$ cat src/rtl/tpu_seq.sv
// Command sequencer for a DIM x DIM systolic MAC array: optional accumulator
// clear, skewed operand-lane enables during compute, then a row-by-row readout.
module tpu_seq #(
  parameter int DIM    = 8,
  parameter int K_W    = 8,
  parameter int STEP_W = $clog2((1 << K_W) + 2 * DIM),
  parameter int ROW_W  = $clog2(DIM)
) (
  input  logic              clk,
  input  logic              rst,
  input  logic              start,
  input  logic [K_W-1:0]    k_len,
  input  logic              clear_c,
  input  logic              feed_stall,
  input  logic              rd_ready,
  output logic              busy,
  output logic              done,
  output logic              mac_en,
  output logic              c_wr_en,
  output logic [ROW_W-1:0]  c_row,
  output logic [STEP_W-1:0] step,
  output logic [DIM-1:0]    a_lane_valid,
  output logic [DIM-1:0]    b_lane_valid,
  output logic              rd_valid,
  output logic [2:0]        state_dbg
);

  typedef enum logic [2:0] {
    IDLE    = 3'd0,
    CLEAR   = 3'd1,
    COMPUTE = 3'd2,
    DRAIN   = 3'd3,
    DONE    = 3'd4
  } state_t;

  state_t             state_q, state_d;
  logic [K_W-1:0]     k_len_q, k_len_d;
  logic               clear_q, clear_d;
  logic [ROW_W-1:0]   c_row_q, c_row_d;
  logic [STEP_W-1:0]  step_q, step_d;
  logic [DIM-1:0]     lane_q, lane_d;
  logic [K_W-1:0]     k_sel;
  logic [STEP_W-1:0]  last_step;

  // Final compute step is L-1 = k_len + 2*DIM - 3.
  assign last_step = STEP_W'(k_len_q) + STEP_W'(2 * DIM - 3);

  always_ff @(posedge clk) begin
    if (rst) begin
      state_q <= IDLE;
      k_len_q <= '0;
      clear_q <= 1'b0;
      c_row_q <= '0;
      step_q  <= '0;
      lane_q  <= '0;
    end else begin
      state_q <= state_d;
      k_len_q <= k_len_d;
      clear_q <= clear_d;
      c_row_q <= c_row_d;
      step_q  <= step_d;
      lane_q  <= lane_d;
    end
  end

  always_comb begin
    state_d = state_q;
    k_len_d = k_len_q;
    clear_d = clear_q;
    c_row_d = c_row_q;
    step_d  = step_q;
    k_sel   = k_len_q;
    lane_d  = '0;

    case (state_q)
      IDLE: begin
        if (start) begin
          k_len_d = k_len;
          clear_d = clear_c;
          k_sel   = k_len;
          step_d  = '0;
          c_row_d = '0;
          if (clear_c)            state_d = CLEAR;
          else if (k_len != '0)   state_d = COMPUTE;
          else                    state_d = DRAIN;
        end
      end
      CLEAR: begin
        if (c_row_q == ROW_W'(DIM - 1)) begin
          c_row_d = '0;
          state_d = (k_len_q != '0) ? COMPUTE : DRAIN;
        end else begin
          c_row_d = c_row_q + 1'b1;
        end
      end
      COMPUTE: begin
        if (!feed_stall) begin
          if (step_q == last_step) begin
            step_d  = '0;
            state_d = DRAIN;
          end else begin
            step_d = step_q + 1'b1;
          end
        end
      end
      DRAIN: begin
        if (rd_ready) begin
          if (c_row_q == ROW_W'(DIM - 1)) begin
            c_row_d = '0;
            state_d = DONE;
          end else begin
            c_row_d = c_row_q + 1'b1;
          end
        end
      end
      DONE: begin
        state_d = IDLE;
      end
      default: begin
        state_d = IDLE;
      end
    endcase

    // Lane i is live while step falls in [i, i+k_len); a stall keeps step_d, so flags hold.
    if (state_d == COMPUTE) begin
      for (int i = 0; i < DIM; i++) begin
        lane_d[i] = (int'(step_d) >= i) && (int'(step_d) < i + int'(k_sel));
      end
    end
  end

  assign busy         = (state_q != IDLE);
  assign done         = (state_q == DONE);
  assign mac_en       = (state_q == COMPUTE) && !feed_stall;
  assign c_wr_en      = (state_q == CLEAR);
  assign rd_valid     = (state_q == DRAIN);
  assign c_row        = c_row_q;
  assign step         = step_q;
  assign a_lane_valid = lane_q;
  assign b_lane_valid = lane_q;
  assign state_dbg    = state_q;

endmodule

$ cat config.mk
export PLATFORM = sky130hd
export DESIGN_NAME = tpu_seq
export DESIGN_NICKNAME = d
export VERILOG_FILES = /design/src/rtl/tpu_seq.sv
export SDC_FILE = /design/constraint.sdc
export NUM_CORES = 1
export LEC_CHECK = 0
export ABC_AREA = 1
export CAP_MARGIN = 20
export CORE_MARGIN = 1
export CORE_UTILIZATION = 58
export CTS_CLUSTER_SIZE = 25
export DETAILED_ROUTE_END_ITERATION = 10
export PLACE_DENSITY_LB_ADDON = 0.08
export SYNTH_ARGS = -nofsm -noshare
export SYNTH_HDL_FRONTEND = slang
export SYNTH_SLANG_ARGS = --single-unit
$ cat constraint.sdc
create_clock -name clk -period 4 [get_ports clk]
set_input_delay 0.6 -clock clk [delete_from_list [all_inputs] [get_ports clk]]
set_output_delay 0.6 -clock clk [all_outputs]
set_load 0.01 [all_outputs]
==> metrics.txt, run 1 <==
Final Wtd Congestion=0.9402; Int Pwr=715.1 uW; gr ovfl total=0; number of synthesized flops with an enable pin=0; Critical Path RT=4.22 ns; Pwr Density=268.9 nW/um^2; Post-Synthesis Cell Area=4056 sq um; Final nets=755; critical path's largest stage delay=0.56 ns; post-synthesis cell count=624; first-pass GRT wire length=19620 um; worst skew pair latency=0.29 ns; delay-heaviest family, CP=compound AO/OA/AOI/OAI gates; top cell type's share of synthesized area=0.2067; Worst Hold Launch=c_row[2]$_SDFFE_PP0P_; synth cell count leaders=nand2_1 (174), ha_1 (67), inv_1 (65), nor2_1 (59), a21oi_1 (44); RSZ-0062 raised after global routing=no; fmax=282.0 MHz; Row Count=30; die area=7333 sq um; status=complete, no violations; layout cell share with drive strength beyond 1=0.08741; WL/cell=15.59 um; Worst Max-Slew Pin Slew=0.8926 ns; Setup TNS=0 ns; Psw=553.2 uW; # clock sinks=31; Initial Utilization=0.6004; Reg clk slew, reported paths=0.07 ns; crit path launch type=input port; Fin. Hold Viols=0; Crit-path slowest cell=o21ai_0; CP arrival=3.77 ns; Area contributors post-synth=ha_1 (21%), nand2_1 (16%), dfxtp_1 (15%); Rel. slew slack=0.4031; most frequent cell after synthesis=nand2_1; Worst Hold Margin=0.4885 ns; crit path launch=start; Total GRT Usage=0.3438; Non-Filler Instances=755; worst path buffer plus inverter count=3; Syn Nets=705; Yosys warning count=0; worst hold path class=reg -> reg; critical setup path kind=in -> reg; synthesized area per cell=6.501 sq um; postcts setup bufs=0; diode count=0; final setup fails=0; cell taking the most area after synthesis=ha_1; Synth Flop Type=dfxtp_1; Seq/Total Area, Yosys=0.1530; synthesis-to-finish area growth=16.29%; Final Routed Wirelength=11770 um; Leakage=0.002341 uW; sequential share of power=0.266; r2r startpoint=k_len_q[0]$_SDFF_PP0_; Sw Share=0.4362; Detailed Place HPWL=9417 um; Yosys reg bits=31; max-slew violation count=0; via/cell ratio=5.607; clock root cell=clkbuf_8; peak supply drop=139.3 uV; Iteration-0 DRC Markers=194; PostCTS Resize Cnt=0; Die Y=85.63 um; total CTS buffers=5; H-tree levels=2; Detail Route Antenna Nets=0; vias in the first global route=4086; combinational power share=0.510; drc violations=0; vias=4233; CP Capture Type=register; core area=6756 sq um; TritonRoute pass-1 iters=5; Final Worst Setup Slack=0.4540 ns; Setup Skew=0.007513 ns; CTS tree=yes; Setup WS pre-CTS=0.2337 ns; CP max FO=19; IO Pins=50; clock buffer depth=2; largest net degree at the start of global routing=24; initial antenna violation count=0; Hold Buf Count CTS=0; dpl cells=747; Die W=85.63 um; post-route minimum period=3.546 ns; FFs w/ async S/R, synth=0; fillers=632; utilization after layout=0.6981; period utilisation layout=0.8865; I/O Buffers=49; Yosys cell types=43; max capacitance violation total=0; worst path cell trace=clkdlybuf4s50_1 > nand3_4 > o21ai_2 > buf_4 > ha_1 > inv_1 > o21ai_0 > nand2_1 > xnor2_1 > ha_1 > a21oi_1 > o21ai_0 > nor2_1 > nand2_1 > a21oi_1; clock network power share=0.224
## final timing paths
check	cells after the start	slack (ns)	to
worst max register to register	16	0.71	a_lane_valid[4]$_SDFF_PP0_
worst max-delay path	15	0.45	a_lane_valid[6]$_SDFF_PP0_
worst min-delay path	2	0.49	c_row[2]$_SDFFE_PP0P_
worst min register to register	2	0.49	c_row[2]$_SDFFE_PP0P_
## sequential cells by signal, summed over array words and instances, names as in the netlist
name          cells
step              9
a_lane_valid      8
c_row             3
k_len_q           8
state_dbg         3
## logic make-up after synthesis
kind of cell,share of synthesized area
compound gates,0.1225
xor+xnor,0.07341
fa+ha+maj,0.2067
buf+inv,0.09531
flops,0.1530
simple gates,0.3492
## through the flow
step | instance area, sq um | power, uW
after floorplan | 4056 | 795.9
after global placement | 4613 | 966.0
after detailed placement | 4613 | 981.7
after CTS | 4717 | 1264
after global routing | 4717 | 1369
final | 4717 | 1268
## tightest hold or removal path, cell delays in order, from the launching register on
cell,delay (ns)
dfxtp_1,0.33
nand2_1,0.06
a21oi_1,0.05
## layout by cell type (no fill, tap or decap), types with 2 or more instances in the layout
cell	n
buf_4	10
a21oi_1	44
nor3_2	2
nand3_1	34
nor2_2	6
nor3_1	5
o21ai_2	4
o21bai_1	4
o21ai_1	7
xnor2_1	11
nand2_2	10
nand4_1	8
nor4_1	4
nor2_4	3
inv_1	65
dfxtp_1	31
o211ai_1	2
o21ai_0	19
nand3_2	2
xor2_1	23
nand2_1	174
clkbuf_8	7
nor2_1	59
ha_1	67
clkdlybuf4s50_1	49
inv_2	8
## final cells by class
type                       count  area, sq um  share of cell area
timing repair buffer          59        565.5              0.1199
clock buffer                   7        96.34             0.02042
inverter                      74        277.8             0.05889
tap                           80        100.1             0.02122
multi-input combinational    503         3049              0.6464
clock inverter                 1        7.507            0.001592
sequential                    31        620.6              0.1316
## power by group through the flow
stage / registers (uW) / clock network [uW] / logic [uW]
final: 337 / 284 / 647
after global routing: 339 / 300 / 730
after CTS: 337 / 285 / 641
after detailed placement: 344 / 0 / 638
after global placement: 344 / 0 / 622
after floorplan: 343 / 0 / 453
## per-layer routing
| metal | wire length [um] | global-route usage |
|---|---|---|
| met5 | 0 | 0 |
| met3 | 521 | 0.02695 |
| met1 | 5048 | 0.4192 |
| met2 | 5766 | 0.6080 |
| met4 | 429 | 0.1727 |
Note: power is estimated with default switching activity, not from simulation.
==> run 2: changes to the inputs <==
--- a/config.mk
+++ b/config.mk
@@ -12,6 +12,7 @@
 export CTS_CLUSTER_SIZE = 25
 export DETAILED_ROUTE_END_ITERATION = 10
 export PLACE_DENSITY_LB_ADDON = 0.08
+export SETUP_SLACK_MARGIN = 0.1
 export SYNTH_ARGS = -nofsm -noshare
 export SYNTH_HDL_FRONTEND = slang
 export SYNTH_SLANG_ARGS = --single-unit
==> results of run 2 <==
The final DEF is identical to that of run 1; final timing and power are the same.
